### src/rtl/fetch_seq.sv
// Instruction fetch sequencer: one outstanding memory request, 2-entry instruction buffer.
// Optional stall counter output perf_stall_cnt is enabled by defining FETCH_SEQ_PERF_EN.
module fetch_seq #(
  parameter logic [63:0] PC_RESET_VAL = 64'h0000000000000000
) (
  input  logic        clk,
  input  logic        reset,
  output logic        imem_req_valid,
  output logic [63:0] imem_req_addr,
  input  logic        imem_req_ready,
  input  logic        imem_rsp_valid,
  input  logic [31:0] imem_rsp_data,
  input  logic        redirect_valid,
  input  logic [63:0] redirect_pc,
  input  logic        halt,
  output logic        inst_valid,
  output logic [31:0] inst_data,
  output logic [63:0] inst_pc,
  input  logic        inst_ready
`ifdef FETCH_SEQ_PERF_EN
  ,
  output logic [63:0] perf_stall_cnt
`endif
);

  typedef enum logic [1:0] {IDLE, WAIT, DRAIN} state_t;

  state_t      state_q, state_d;
  logic [63:0] pc_q, pc_d;
  logic [63:0] req_addr_q;
  logic [1:0]  count_q, count_d;
  logic        head_q, head_d;
  logic        tail;
  logic        handshake, push, pop;
  logic [31:0] buf_data [2];
  logic [63:0] buf_pc   [2];
  logic        unused_redirect_bits;

  assign unused_redirect_bits = &{1'b0, redirect_pc[1:0]};

  assign imem_req_valid = !reset && (state_q == IDLE) && !halt && !redirect_valid
                          && (count_q < 2'd2);
  assign imem_req_addr  = pc_q;
  assign handshake      = imem_req_valid && imem_req_ready;
  // A response arriving together with a redirect belongs to the old stream.
  assign push           = (state_q == WAIT) && imem_rsp_valid && !redirect_valid;
  assign pop            = inst_valid && inst_ready;
  assign tail           = head_q ^ count_q[0];

  assign inst_valid = (count_q != 2'd0);
  assign inst_data  = buf_data[head_q];
  assign inst_pc    = buf_pc[head_q];

  always_comb begin
    state_d = state_q;
    pc_d    = pc_q;
    count_d = count_q;
    head_d  = head_q;
    unique case (state_q)
      IDLE:    if (handshake) state_d = WAIT;
      WAIT:    if (imem_rsp_valid) state_d = IDLE;
               else if (redirect_valid) state_d = DRAIN;
      DRAIN:   if (imem_rsp_valid) state_d = IDLE;
      default: state_d = IDLE;
    endcase
    if (redirect_valid) begin
      pc_d    = {redirect_pc[63:2], 2'b00};
      count_d = 2'd0;
      head_d  = 1'b0;
    end else begin
      if (handshake) pc_d = pc_q + 64'd4;
      count_d = count_q + {1'b0, push} - {1'b0, pop};
      if (pop) head_d = ~head_q;
    end
  end

  always_ff @(posedge clk) begin
    if (reset) begin
      state_q    <= IDLE;
      pc_q       <= {PC_RESET_VAL[63:2], 2'b00};
      req_addr_q <= 64'd0;
      count_q    <= 2'd0;
      head_q     <= 1'b0;
    end else begin
      state_q <= state_d;
      pc_q    <= pc_d;
      count_q <= count_d;
      head_q  <= head_d;
      if (handshake) req_addr_q <= pc_q;
    end
  end

  genvar gi;
  generate
    for (gi = 0; gi < 2; gi++) begin : g_entry
      logic [31:0] data_q;
      logic [63:0] addr_q;
      always_ff @(posedge clk) begin
        if (reset) begin
          data_q <= 32'd0;
          addr_q <= 64'd0;
        end else if (push && (tail == gi[0])) begin
          data_q <= imem_rsp_data;
          addr_q <= req_addr_q;
        end
      end
      assign buf_data[gi] = data_q;
      assign buf_pc[gi]   = addr_q;
    end
  endgenerate

`ifdef FETCH_SEQ_PERF_EN
  logic [63:0] stall_cnt_q;
  always_ff @(posedge clk) begin
    if (reset) begin
      stall_cnt_q <= 64'd0;
    end else if (imem_req_valid && !imem_req_ready && (stall_cnt_q != {64{1'b1}})) begin
      stall_cnt_q <= stall_cnt_q + 64'd1;
    end
  end
  assign perf_stall_cnt = stall_cnt_q;
`endif

endmodule

### config.mk
export PLATFORM = sky130hd
export DESIGN_NAME = fetch_seq
export DESIGN_NICKNAME = d
export VERILOG_FILES = /design/src/rtl/fetch_seq.sv
export SDC_FILE = /design/constraint.sdc
export NUM_CORES = 1
export LEC_CHECK = 0
export ABC_CLOCK_PERIOD_IN_PS = 2860
export CAP_MARGIN = 0
export CORE_MARGIN = 3
export CORE_UTILIZATION = 52
export CTS_BUF_LIST = sky130_fd_sc_hd__clkbuf_4 sky130_fd_sc_hd__clkbuf_8 sky130_fd_sc_hd__clkbuf_16
export DETAILED_ROUTE_END_ITERATION = 8
export PLACE_DENSITY_LB_ADDON = 0.12
export SLEW_MARGIN = 20
export SYNTH_ARGS = -nofsm -noshare
export SYNTH_HDL_FRONTEND = slang
export SYNTH_SLANG_ARGS = --single-unit
### constraint.sdc
create_clock -name clk -period 2.86 [get_ports clk]
set_input_delay 0.572 -clock clk [delete_from_list [all_inputs] [get_ports clk]]
set_output_delay 0.572 -clock clk [all_outputs]
set_load 0.02 [all_outputs]
==> summary.md <==
| Metric | Value |
|---|---|
| Status | finished clean |
| Post-Layout Inst Area | 0.0180 mm² |
| Placeable Area | 0.0255 mm² |
| Routed WL | 41.9 mm |
| Comb pwr share | 0.070 |
| Internal power | 7.63 mW |
| Unique masters post-synth | 57 |
| Max Cap Viol | 0 |
| Vias | 13,200 |
| Die width | 168 µm |
| Placed inst area | 0.0168 mm² |
| Vias in the first global route | 12,300 |
| WS Path Type | in -> out |
| Die Ht | 168 µm |
| Vias/cell | 5.70 |
| Peak supply drop | 0.000398 V |
| Layout Nets | 2,064 |
| Synth-to-layout area growth | 31.7% |
| GPL Wtd Cong | 0.891 |
| PortBufs | 258 |
| Hold Vio Cnt, Final | 0 |
| Commonest non-fill, non-tap cell in the layout | nand2_1 |
| Ys async rst share | 0 |
| Starting Density | 0.536 |
| Placed cells | 2,248 |
| Min-delay worst type | in -> reg |
| Synth warn | 0 |
| Boundary Pins | 265 |
| Buffers and inverters on the worst path | 3 |
| CTS buffer count | 34 |
| Worst Setup Start Kind | input pin |
| Row count | 58 |
| Post-DP HPWL | 28.0 mm |
| CP Max Fanout | 2 |
| Largest net degree at the start of global routing | 196 |
| WP data arrival | 2.22 ns |
| Post-route insts no fill | 2,311 |
| Most frequent cells in the layout | nand2_1 (549), dfxtp_1 (316), a21oi_1 (292), clkdlybuf4s50_1 (254), mux2_2 (96) |
| GRT Residual Overflow | 0 |
| Minimum clock period | 2.79 ns |
| H-tree levels | 2 |
| Element type at the critical path end | primary output |
| All-Layer GR Usage | 0.285 |
| Synthesized cell area | 0.0137 mm² |
| CTS tree | built |
| Switch share | 0.225 |
| Cell Pwr Density | 546 mW/mm² |
| Wire per inst | 18.1 µm |
| Clock-pin slew on the worst setup and hold paths | 0.06 ns |
| Drt pass-1 iters | 7 |
| Sequential power share | 0.464 |
| Worst path slowest cell | clkdlybuf4s50_1 |
| Period Utilization, post-route | 0.977 |
| Clock power frac | 0.466 |
| Layout cells sized above 1 | 0.119 |
| DR iter-0 viols | 1,380 |
| Net Switching | 2.22 mW |
| RSZ-0062 raised after global routing | no |
| # setup viols final | 0 |
| Clock Path Buffers | 3 |
| Leak Pwr | 6.27 nW |
| CTS Root Cell | clkbuf_16 |
| Final Max Tran Viols | 0 |
| First-pass GRT wire length | 66.3 mm |
| CP max stage delay | 0.46 ns |
| CP Data Required Time | 2.29 ns |
| Least-Margin Pin Slew | 0.914 ns |
| Post-CTS Hold Buffers | 0 |
| DR DRC count | 0 |
| Relative slew margins | 0.391 |
| Setup Skew | 0.0163 ns |
| Yosys reg bits | 317 |
| Die ar. | 0.0283 mm² |
| Syn Inst Count | 1,730 |
| Ys flop type | dfxtp_1 |
| Family with the most delay on the worst path | buffers and inverters |
| Critical-path cell list | clkdlybuf4s50_1, or4_1, nor3_1, buf_4, dlygate4sd2_1 |
| Sink Count | 317 |
| Avg Cell Area, Syn | 7.91 µm² |
| FMAX | 0.358 GHz |
| Worst hold margin | 0.287 ns |
| Post-synth EDFFs | 0 |
| Register area share after synthesis | 0.464 |
| Initial antenna violation count | 2 |
| Latest clock arrival within the worst-skew pair | 0.51 ns |
| ANT nets after route | 0 |
## power groups by stage
| stage | clock, mW | combinational [mW] | sequential [mW] |
|---|---|---|---|
| after floorplan | 0 | 0.251 | 4.71 |
| final | 4.59 | 0.690 | 4.57 |
| after CTS | 4.65 | 0.686 | 4.57 |
| after global routing | 4.82 | 0.735 | 4.58 |
| after global placement | 0 | 0.677 | 4.67 |
| after detailed placement | 0 | 0.682 | 4.67 |
## logic make-up after synthesis
kind of cell             Yosys count  synth area share
AO/OA/AOI/OAI                    401             0.160
XOR/XNOR                          21            0.0134
adder cells (fa/ha/maj)            3           0.00274
buffers and inverters            148            0.0431
flip-flops                       317             0.464
multiplexers                      98            0.0804
other                              1          0.000274
AND/OR/NAND/NOR                  741             0.236
## Yosys cell counts (all sizes together) (3+ instances only)
library cell | count | area, µm²
xor2 | 9 | 78.8
xnor2 | 12 | 105
nor3b | 4 | 30.0
nor2b | 19 | 119
ha | 3 | 37.5
a221oi | 3 | 26.3
a21oi | 292 | 1460
a32oi | 7 | 61.3
and2 | 8 | 50.1
nor2 | 29 | 109
a31oi | 21 | 131
nand4 | 26 | 169
o21a | 7 | 52.6
clkbuf | 100 | 375
o31a | 3 | 26.3
or4 | 3 | 22.5
nor4 | 13 | 103
and3 | 11 | 70.1
a2bb2oi | 3 | 26.3
o22ai | 9 | 56.3
and4 | 11 | 96.3
o21ai | 35 | 175
dfxtp | 317 | 6350
nor3 | 17 | 85.1
mux2 | 96 | 1080
buf | 32 | 155
or3 | 11 | 68.8
nand2 | 553 | 2080
inv | 16 | 60.1
nand3b | 5 | 37.5
nand3 | 23 | 115
a22oi | 10 | 75.1
## final cells by class
type	instances	area, µm²
clock inverter	9	124
multi-input combinational	1268	6810
inverter	16	60.1
timing repair buffer	321	3220
clock buffer	49	1050
sequential	317	6350
antenna	1	2.50
tap	330	413
fill	2074	7510
## registers in the layout, summed over array words and instances (netlist names)
register,cells
state_q,2
g_entry.addr_q,124
g_entry.data_q,64
count_q,2
imem_req_addr,62
head_q,1
req_addr_q,62
## per-layer routing
metal	GRT usage	share of wire	up-vias	wire [µm]
li1	-	-	6367	-
met1	0.408	0.44	6176	18600
met2	0.432	0.44	546	18600
met3	0.0582	0.081	85	3400
met4	0.0939	0.031	2	1300
met5	0	0.00033	-	14
## metrics by stage
stage | TNS [ns] | total power [mW] | setup WS, ns | util
floorplan | 0 | 4.96 | 0.524 | -
global placement | -0.198 | 5.34 | -0.198 | 0.658
detailed placement | -0.122 | 5.35 | -0.122 | 0.658
CTS | 0 | 9.90 | 0.0000320 | 0.705
global route | 0 | 10.1 | 0.0268 | 0.706
finish | 0 | 9.85 | 0.0664 | 0.706
## timing repair
| item | CTS | global route |
|---|---|---|
| resized for setup | 2 | 0 |
| setup buffers | 1 | 3 |
| endpoints found under the setup margin | 69 | 48 |
| cloned | 0 | 0 |
## path summary, 6_finish.rpt
| check | to | cells past startpoint | start | slack [ns] |
|---|---|---|---|---|
| max | imem_req_valid | 5 | halt | 0.07 |
| min | imem_req_addr[39] | 2 | reset | 0.29 |
| max reg2reg | imem_req_addr[50] | 7 | imem_req_addr[3] | 0.35 |
| min reg2reg | g_entry[1].addr_q[31] | 2 | g_entry[1].addr_q[31] | 0.45 |
Note: power is estimated with default switching activity, not from simulation.
